[src/rtl/nl_carry_gen_if.sv]
// Handshake bundle between the operand source, nl_carry_gen and the linear XOR network.
// Optional `cout` member exists only when NL_CARRY_OUT_EN is defined.
interface nl_carry_gen_if #(
  parameter int N = 32
);
  logic             in_valid;
  logic             in_ready;
  logic [N-1:0]     a;
  logic [N-1:0]     b;
  logic             out_valid;
  logic             out_ready;
  logic [3*N-6:0]   nl;
  logic             busy;
`ifdef NL_CARRY_OUT_EN
  logic             cout;

  modport master (
    output in_valid, a, b, out_ready,
    input  in_ready, out_valid, nl, busy, cout
  );

  modport slave (
    input  in_valid, a, b, out_ready,
    output in_ready, out_valid, nl, busy, cout
  );
`else
  modport master (
    output in_valid, a, b, out_ready,
    input  in_ready, out_valid, nl, busy
  );

  modport slave (
    input  in_valid, a, b, out_ready,
    output in_ready, out_valid, nl, busy
  );
`endif
endinterface

[src/rtl/nl_carry_gen.sv]
// Multi-cycle generator of the AND-term vector nl, walking the carry chain BPC positions per cycle.
// Define NL_CARRY_OUT_EN to add the carry out of bit N-1 (bus.cout).
module nl_carry_gen #(
  parameter int N   = 32,
  parameter int BPC = 4
) (
  input  logic         clk,
  input  logic         rst_n,
  nl_carry_gen_if.slave bus
);

  localparam int NLW = 3*N - 5;
  localparam int PW  = $clog2(N) + 1;
`ifdef NL_CARRY_OUT_EN
  localparam int OP_MSB = N - 1;
`else
  localparam int OP_MSB = N - 2;
`endif

  typedef enum logic [1:0] {IDLE, RUN, DONE} state_t;

  state_t            state_q, state_d;
  logic [OP_MSB:1]   a_q, a_d, b_q, b_d;
  logic              carry_q, carry_d;
  logic [PW-1:0]     pos_q, pos_d;
  logic [NLW-1:0]    nl_q, nl_d, nl_run;

  logic [PW-1:0]     pos_end, last_pos;
  logic              last_chunk, chunk_carry;
  logic [N-2:1]      wr_en, c_in, c_out, t_ab, t_ac, t_bc, last_sel;

  // Chunk window: positions pos_q .. pos_end, clipped at N-2.
  assign pos_end    = pos_q + PW'(BPC - 1);
  assign last_chunk = (pos_end >= PW'(N - 2));
  assign last_pos   = last_chunk ? PW'(N - 2) : pos_end;
  assign nl_run[0]  = nl_q[0];

  generate
    for (genvar gi = 1; gi <= N - 2; gi++) begin : g_pos
      // The chunk's first position takes the registered carry; later ones chain combinationally.
      if (gi == 1) begin : g_first
        assign c_in[gi] = carry_q;
      end else begin : g_rest
        assign c_in[gi] = (pos_q == PW'(gi)) ? carry_q : c_out[gi-1];
      end
      assign t_ab[gi]     = a_q[gi] & b_q[gi];
      assign t_ac[gi]     = a_q[gi] & c_in[gi];
      assign t_bc[gi]     = b_q[gi] & c_in[gi];
      assign c_out[gi]    = t_ab[gi] ^ t_ac[gi] ^ t_bc[gi];
      assign wr_en[gi]    = (pos_q <= PW'(gi)) && (PW'(gi) <= pos_end);
      assign last_sel[gi] = (last_pos == PW'(gi));
      assign nl_run[3*gi-2 +: 3] = wr_en[gi] ? {t_bc[gi], t_ac[gi], t_ab[gi]}
                                             : nl_q[3*gi-2 +: 3];
    end
  endgenerate

  assign chunk_carry = |(last_sel & c_out);

`ifdef NL_CARRY_OUT_EN
  logic cout_q, cout_d;
  logic msb_carry;

  assign msb_carry = (a_q[N-1] & b_q[N-1]) | (a_q[N-1] & c_out[N-2]) | (b_q[N-1] & c_out[N-2]);
  assign bus.cout  = cout_q;
`endif

  always_comb begin
    state_d = state_q;
    a_d     = a_q;
    b_d     = b_q;
    carry_d = carry_q;
    pos_d   = pos_q;
    nl_d    = nl_q;
`ifdef NL_CARRY_OUT_EN
    cout_d  = cout_q;
`endif
    case (state_q)
      IDLE: begin
        if (bus.in_valid) begin
          a_d       = bus.a[OP_MSB:1];
          b_d       = bus.b[OP_MSB:1];
          nl_d[0]   = bus.a[0] & bus.b[0];
          carry_d   = bus.a[0] & bus.b[0];
          pos_d     = PW'(1);
          state_d   = RUN;
        end
      end
      RUN: begin
        nl_d    = nl_run;
        carry_d = chunk_carry;
        pos_d   = pos_q + PW'(BPC);
        if (last_chunk) begin
          state_d = DONE;
`ifdef NL_CARRY_OUT_EN
          cout_d  = msb_carry;
`endif
        end
      end
      DONE: begin
        if (bus.out_ready) begin
          state_d = IDLE;
        end
      end
      default: state_d = IDLE;
    endcase
  end

  always_ff @(posedge clk or negedge rst_n) begin
    if (!rst_n) begin
      state_q <= IDLE;
      a_q     <= '0;
      b_q     <= '0;
      carry_q <= 1'b0;
      pos_q   <= '0;
      nl_q    <= '0;
`ifdef NL_CARRY_OUT_EN
      cout_q  <= 1'b0;
`endif
    end else begin
      state_q <= state_d;
      a_q     <= a_d;
      b_q     <= b_d;
      carry_q <= carry_d;
      pos_q   <= pos_d;
      nl_q    <= nl_d;
`ifdef NL_CARRY_OUT_EN
      cout_q  <= cout_d;
`endif
    end
  end

  assign bus.in_ready  = (state_q == IDLE);
  assign bus.out_valid = (state_q == DONE);
  assign bus.busy      = (state_q != IDLE);
  assign bus.nl        = nl_q;

endmodule
[src/flat_wrapper.sv]
// flat-port wrapper written by rule: the top's interface ports become plain ports
module nl_carry_gen_flat 
#(
  parameter int N   = 32,
  parameter int BPC = 4
)
  (clk, rst_n, bus_in_valid, bus_a, bus_b, bus_out_ready, bus_in_ready, bus_out_valid, bus_nl, bus_busy);
  nl_carry_gen_if #(.N(N)) bus_i ();
  input  logic clk;
  input  logic rst_n;
  input wire logic [$bits(bus_i.in_valid)-1:0] bus_in_valid;
  input wire logic [$bits(bus_i.a)-1:0] bus_a;
  input wire logic [$bits(bus_i.b)-1:0] bus_b;
  input wire logic [$bits(bus_i.out_ready)-1:0] bus_out_ready;
  output wire logic [$bits(bus_i.in_ready)-1:0] bus_in_ready;
  output wire logic [$bits(bus_i.out_valid)-1:0] bus_out_valid;
  output wire logic [$bits(bus_i.nl)-1:0] bus_nl;
  output wire logic [$bits(bus_i.busy)-1:0] bus_busy;
  assign bus_i.in_valid = bus_in_valid;
  assign bus_i.a = bus_a;
  assign bus_i.b = bus_b;
  assign bus_i.out_ready = bus_out_ready;
  assign bus_in_ready = bus_i.in_ready;
  assign bus_out_valid = bus_i.out_valid;
  assign bus_nl = bus_i.nl;
  assign bus_busy = bus_i.busy;
  nl_carry_gen #(.N(N), .BPC(BPC)) u_core (.clk(clk), .rst_n(rst_n), .bus(bus_i));
endmodule
[config.mk]
export PLATFORM = sky130hd
export DESIGN_NAME = nl_carry_gen_flat
export DESIGN_NICKNAME = d
export VERILOG_FILES = /design/src/rtl/nl_carry_gen_if.sv /design/src/rtl/nl_carry_gen.sv /design/src/flat_wrapper.sv
export SDC_FILE = /design/constraint.sdc
export NUM_CORES = 1
export LEC_CHECK = 0
export CAP_MARGIN = 15
export CORE_AREA = 2 2 130 132
export CTS_CLUSTER_SIZE = 8
export DETAILED_ROUTE_END_ITERATION = 8
export DIE_AREA = 0 0 132 134
export PLACE_DENSITY = 0.8
export SLEW_MARGIN = 20
export SYNTH_ARGS = -nofsm -noshare
export SYNTH_HDL_FRONTEND = slang
export SYNTH_SLANG_ARGS = --single-unit
[constraint.sdc]
create_clock -name clk -period 4.44 [get_ports clk]
set_clock_uncertainty 0.15 [all_clocks]
set_input_delay 0.666 -clock clk [delete_from_list [all_inputs] [get_ports clk]]
set_output_delay 0.666 -clock clk [all_outputs]
set_load 0.05 [all_outputs]
Yosys cells after proc, flatten, opt, wreduce, memory -nomap -nowiden:

Index checks and enable logic that the tools add are counted.
Widths: inputs -> output; s select.

* add/subtract/negate cells: 2
* order comparisons: 61
* eq/ne operators: 64
* mux-type cells: 38
* bitwise operators: 152
* reduce and logical (&&, ||, !) cells: 67

Operator list (number)
* $eq 6x5->1 const B: 30
* $eq 6x4->1 const B: 16
* $and 1x1->1: 91
* $le 5x6->1 const A: 15
* $le 6x5->1 const B: 15
* $reduce_and 2->1: 32
* $xor 1x1->1: 60
* $eq 6x3->1 const B: 8
* $le 4x6->1 const A: 8
* $le 6x4->1 const B: 8
* $and 30x30->30: 1
* $logic_and 1x1->1: 30
* $mux 1: 30
* $reduce_or 30->1: 1
* $eq 6x2->1 const B: 4
* $le 3x6->1 const A: 4
* $le 6x3->1 const B: 4
* $le 2x6->1 const A: 2
* $le 6x2->1 const B: 2
* $mux 6: 2
* $pmux 6 s2: 1
* $add 6x2->6 const B: 1
* $add 6x3->6 const B: 1
* $eq 6x1->1 const B: 1
* 13 further kinds: 17

* flip-flop bits (word level): 160
* bits of input ports: 68
* output and inout port bits: 94
* word-level logic and storage cells: 420

Longest topological paths before layout:

* word-level depth: 122
* depth in mapped cells: 15
* gate-level depth less buffers: 14

Worst setup path after synthesis:

OpenSTA, ideal clock, no wires.

* kind: reg-to-reg
* start point: register u_core.pos_q[3]
* end point: register u_core.nl_q[77] (netlist: u_core.bus.nl[77])
* library setup time: 0.120 ns
* arrival time: 3.532 ns
* required time: 4.170 ns
* path slack: 0.638 ns
* stages on the path, launching flop included: 16
* buffers on the path: 1
* clock period less this slack: 3.802 ns
* cells stage by stage: dfrtp_1 > buf_1 > inv_1 > ha_1 > and4bb_1 > mux2_2 > or3_1 > a21oi_1 > o41a_1 > a31o_2 > o211ai_4 > a31oi_4 > o21ai_4 > a21oi_2 > maj3_2 > a31o_1

* cells in the longest elaborated chain, start to end: 99
* elaborated cells between the ends (all ways): 152
* those cells by class: add/sub (1); order compare (2); eq/ne (25); mux (25); bitwise (97); reduce/logical (2)

RTL lines
* start: declaration: RTL line nl_carry_gen.sv:25 `logic [PW-1:0] pos_q, pos_d;`
* start signal: assignment: RTL line nl_carry_gen.sv:124 `pos_q <= pos_d;`
* $eq 6x2->1: RTL line nl_carry_gen.sv:44 `assign c_in[gi] = (pos_q == PW'(gi)) ? carry_q : c_out[gi-1];`
* $mux 1: RTL line nl_carry_gen.sv:44
* $and 1x1->1: RTL line nl_carry_gen.sv:47 `assign t_ac[gi] = a_q[gi] & c_in[gi];`
* $xor 1x1->1 (2 in series): RTL line nl_carry_gen.sv:49 `assign c_out[gi] = t_ab[gi] ^ t_ac[gi] ^ t_bc[gi];`
* $mux 1: RTL line nl_carry_gen.sv:44
* $and 1x1->1: RTL line nl_carry_gen.sv:47
* $xor 1x1->1 (2 in series): RTL line nl_carry_gen.sv:49
* $mux 1: RTL line nl_carry_gen.sv:44
* [... 79 more ...]
* $mux 1: RTL line nl_carry_gen.sv:44
* $and 1x1->1: RTL line nl_carry_gen.sv:47
* $xor 1x1->1 (2 in series): RTL line nl_carry_gen.sv:49
* $mux 1: RTL line nl_carry_gen.sv:44
* $and 1x1->1: RTL line nl_carry_gen.sv:47
* $xor 1x1->1 (2 in series): RTL line nl_carry_gen.sv:49
* $mux 1: RTL line nl_carry_gen.sv:44
* $and 1x1->1: RTL line nl_carry_gen.sv:47
* end signal: assignment: RTL line nl_carry_gen.sv:125 `nl_q <= nl_d;`
* end: declaration: RTL line nl_carry_gen.sv:26 `logic [NLW-1:0] nl_q, nl_d, nl_run;`

Several ways; a longest one is shown, not always the timed one.
A chain may end at the register's enable or synchronous reset.

Worst setup path in the final report:

* start point: register u_core.pos_q[3]
* end point: register u_core.carry_q

* cells in the longest elaborated chain, start to end: 120
* elaborated cells between the ends (all ways): 210
* those cells by class: add/sub (1); order compare (1); eq/ne (59); mux (31); bitwise (117); reduce/logical (1)

RTL lines
* $eq 6x2->1: RTL line nl_carry_gen.sv:44
* $mux 1: RTL line nl_carry_gen.sv:44
* $and 1x1->1: RTL line nl_carry_gen.sv:47
* $xor 1x1->1 (2 in series): RTL line nl_carry_gen.sv:49
* $mux 1: RTL line nl_carry_gen.sv:44
* $and 1x1->1: RTL line nl_carry_gen.sv:47
* $xor 1x1->1 (2 in series): RTL line nl_carry_gen.sv:49
* $mux 1: RTL line nl_carry_gen.sv:44
* [... 100 more ...]
* $and 1x1->1: RTL line nl_carry_gen.sv:47
* $xor 1x1->1 (2 in series): RTL line nl_carry_gen.sv:49
* $mux 1: RTL line nl_carry_gen.sv:44
* $and 1x1->1: RTL line nl_carry_gen.sv:47
* $xor 1x1->1 (2 in series): RTL line nl_carry_gen.sv:49
* $and 30x30->30 (*): RTL line nl_carry_gen.sv:57 `assign chunk_carry = |(last_sel & c_out);`
* $reduce_or 30->1 (*): RTL line nl_carry_gen.sv:57
* $pmux 1 s2 (*): RTL line nl_carry_gen.sv:77 `case (state_q)`
* end signal: assignment: RTL line nl_carry_gen.sv:123 `carry_q <= carry_d;`
* end: declaration: RTL line nl_carry_gen.sv:24 `logic carry_q, carry_d;`

Every way passes the cells marked *; elsewhere a longest branch is shown, timed or not.

==> summary.json <==
{
  "maximum_frequency_from_static_timing_analysis_ghz": 0.239,
  "intPower_mw": 4.68,
  "postLayoutCoreUtil_pct": 67.1,
  "grt_max_degree": 90,
  "critPathCaptureType": "register",
  "p_sw_share_pct": 50.2,
  "async_reset_ff_share_pct": 100,
  "slew_headroom_pct": 36.8,
  "h-tree-depth": 4,
  "layout-drive-gt1-share_pct": 7.52,
  "via_count_of_the_first_global_routing_pass": 7692,
  "drv.max_cap_violation_count": 0,
  "cts_sinks": 159,
  "antenna_violations_before_repair": 0,
  "grt_pass1_wl_mm": 39.2,
  "finalMaxSlewViolations": 0,
  "globalRouteOverflowTotal": 0,
  "chipWidth_um": 132,
  "synth-warning-count": 0,
  "floorplan.initialDensity_pct": 52.0,
  "vias": 8122,
  "ctsLongestPathBuffers": 2,
  "critical_path.startpoint_type": "register",
  "cp_data_arrival_time_ns": 4.38,
  "yosysUniqueCellTypes": 75,
  "synth_seq_area_share_pct": 47.0,
  "hold_path_class": "input port to asynchronous set/reset pin",
  "diodes": 0,
  "number_of_filler_cells_placed_in_the_layout": 1379,
  "postRouteAntennaNets": 0,
  "final_critical_path_time_including_i_o_delays_and_setup_ns": 4.18,
  "p_leak_nw": 4.85,
  "core.rowCount": 47,
  "worstSkewPairLatency_ns": 0.43,
  "synth_enable_flop_cells": 0,
  "tritoncts": "yes",
  "cts_buffers": 17,
  "final_common_cell": "sky130_fd_sc_hd__nand2_1",
  "setup.worst_path.class": "register to register",
  "finalHoldWorstSlack_ns": 0.122,
  "initialDrtViolationCount": 701,
  "place.port_buffers": 159,
  "top_level_ports": 162,
  "dp_hpwl_mm": 17.7,
  "route.detailed.drc": 0,
  "path_max_fanout": 6,
  "postSynthCellCount": 1021,
  "cts_hold_repair.buffers": 0,
  "max_slew.worst_pin.slew_ns": 0.948,
  "sw_pwr_mw": 4.72,
  "power.density_nw_per_um2": 860,
  "synth_seq_cells": 159,
  "synth_to_final_area_change_pct": 29.2,
  "rsz0062_at_grt": "false",
  "routedWlPerCell_um": 17.1,
  "detail_route.vias_per_cell": 5.73,
  "post_synthesis_net_count": 1097,
  "routabilityCongestion": 0.952,
  "detail_route.wirelength_mm": 24.3,
  "drt_pass1_iterations": 5,
  "cts_resized": 0,
  "sequential_cell_area_um2": 3980,
  "setup_viol": 0,
  "setup_tns_ns": 0,
  "floorplan.die.height_um": 134,
  "fin_nets": 1261,
  "power.share.sequential_pct": 28.3,
  "layout_worst_path_cycle_share_pct": 94.2,
  "power_frac_clock_pct": 15.1,
  "postCtsSetupRepairBufs": 0,
  "synth_area_per_cell_um2": 8.29,
  "endpoint_required_time_on_the_critical_path_ns": 4.64,
  "run_status": "finished clean",
  "die_area_um2": 17700,
  "hold_violations": 0,
  "cts.clk_slew.worst_paths_ns": 0.06,
  "clock-root-buffer": "sky130_fd_sc_hd__clkbuf_16",
  "most-common-layout-cells": "sky130_fd_sc_hd__nand2_1 (311), sky130_fd_sc_hd__dfrtp_1 (159), sky130_fd_sc_hd__clkdlybuf4s50_1 (158), sky130_fd_sc_hd__o21ai_0 (108), sky130_fd_sc_hd__nor2_1 (62)",
  "r2r_setup_slack_ns": 0.26,
  "p_comb_share_pct": 56.6,
  "dominantRegCellSynth": "sky130_fd_sc_hd__dfrtp_1",
  "global_route.usage.total_pct": 28.0,
  "netlist_area_um2": 8470,
  "max_vdd_drop_uv": 595,
  "multi_input_comb_area_um2": 4180,
  "placeableCoreArea_um2": 16300
}
[power by group through the flow]
stage / clock network, mW / logic (mW) / registers (mW)
floorplan: 0 / 2.62 / 3.52
global placement: 0 / 5.16 / 2.65
detailed placement: 0 / 5.24 / 2.66
CTS: 1.43 / 5.28 / 2.65
global route: 1.49 / 5.76 / 2.74
finish: 1.42 / 5.32 / 2.66
[cells in the mapped netlist (4+ instances only)]
cell                          n  share of area (%)
sky130_fd_sc_hd__nand4_1      6               0.44
sky130_fd_sc_hd__ha_1         8                1.2
sky130_fd_sc_hd__o211ai_1     5               0.44
sky130_fd_sc_hd__o2111ai_1    4               0.41
sky130_fd_sc_hd__and3_1      10               0.74
sky130_fd_sc_hd__nor4_1       4               0.30
sky130_fd_sc_hd__a21oi_1     38                2.2
sky130_fd_sc_hd__nand2b_1     7               0.52
sky130_fd_sc_hd__clkbuf_1    31                1.4
sky130_fd_sc_hd__and2_1      13               0.96
sky130_fd_sc_hd__mux2_2       9                1.2
sky130_fd_sc_hd__dfrtp_1    159                 47
sky130_fd_sc_hd__maj3_1       8               0.95
sky130_fd_sc_hd__o21ai_0    108                6.4
sky130_fd_sc_hd__o22ai_1      8               0.59
sky130_fd_sc_hd__a22o_1      10                1.0
sky130_fd_sc_hd__or3_1        9               0.66
sky130_fd_sc_hd__a31oi_1      6               0.44
sky130_fd_sc_hd__inv_1       38                1.7
sky130_fd_sc_hd__nand2_1    312                 14
sky130_fd_sc_hd__nor3_1      12               0.71
sky130_fd_sc_hd__o31ai_1     10               0.89
sky130_fd_sc_hd__nor2b_1      7               0.52
sky130_fd_sc_hd__nand3_1     36                2.1
sky130_fd_sc_hd__or2_2        7               0.52
sky130_fd_sc_hd__xor2_1       4               0.41
sky130_fd_sc_hd__a211oi_1     8               0.71
sky130_fd_sc_hd__nor2_1      62                2.7
sky130_fd_sc_hd__a21o_1       6               0.53
[cells by family after synthesis]
logic type	count (synthesis)	synth area share, %
DFF	159	47.0
and+or+nand+nor	506	26.5
AOI/OAI and AO/OA	246	18.7
buffers and inverters	77	3.64
muxes	9	1.20
xor gates and xnor gates	7	0.724
adders and majority gates	17	2.26
[critical path, stage by stage (launching register included)]
cell and delay, ns:
sky130_fd_sc_hd__dfrtp_1 0.38, sky130_fd_sc_hd__inv_1 0.12, sky130_fd_sc_hd__ha_1 0.33, sky130_fd_sc_hd__and4bb_1 0.30
sky130_fd_sc_hd__mux2_2 0.37, sky130_fd_sc_hd__or3_1 0.34, sky130_fd_sc_hd__a21oi_1 0.19, sky130_fd_sc_hd__o41a_1 0.36
sky130_fd_sc_hd__a211oi_2 0.12, sky130_fd_sc_hd__o31ai_1 0.55, sky130_fd_sc_hd__o32ai_2 0.23, sky130_fd_sc_hd__o21ai_1 0.25
sky130_fd_sc_hd__and3_1 0.21, sky130_fd_sc_hd__o31ai_1 0.08, sky130_fd_sc_hd__o211ai_1 0.10
[routing by layer]
layer | GRT usage, % | wire [µm] | vias up
li1 | - | - | 3861
met1 | 37.8 | 10700 | 3882
met2 | 44.8 | 11400 | 322
met3 | 5.44 | 1580 | 57
met4 | 11.1 | 700 | 0
met5 | 0 | 0 | -
[area by class of cell]
class | count | area share, %
well taps | 220 | 2.52
clock buffers | 21 | 4.12
repair buffers | 184 | 16.4
inverters | 38 | 1.30
flip-flops and latches | 159 | 36.4
clock inverters | 10 | 1.04
multi-input cells | 785 | 38.3
[state kept, by name, indices dropped and copies added (netlist names)]
register        flops
u_core.state_q      2
u_core.carry_q      1
u_core.b_q         30
u_core.a_q         30
u_core.pos_q        5
u_core.bus.nl      91
[through the flow]
stage | instances | setup slack, ns | instance area, µm² | total power [mW]
6_report | 1417 | 0.259 | 10900 | 9.40
5_1_grt | 1417 | 0.0758 | 10900 | 9.99
4_1_cts | 1417 | 0.358 | 10900 | 9.35
3_5_place_dp | 1386 | 0.393 | 10400 | 7.90
3_3_place_gp | 1386 | 0.442 | 10400 | 7.81
2_1_floorplan | 1021 | 0.638 | 8470 | 6.14
[worst paths after layout]
check	from	end	cells past startpoint
min	rst_n	u_core.bus.nl[28]	1
min reg2reg	u_core.bus.nl[80]	u_core.bus.nl[80]	2
max	u_core.pos_q[3]	u_core.carry_q	14
max in group asynchronous	rst_n	u_core.bus.nl[77]	2
max reg2reg	u_core.pos_q[3]	u_core.carry_q	14
min in group clk	u_core.bus.nl[80]	u_core.bus.nl[80]	2
Power figures use the tool's default switching activity.
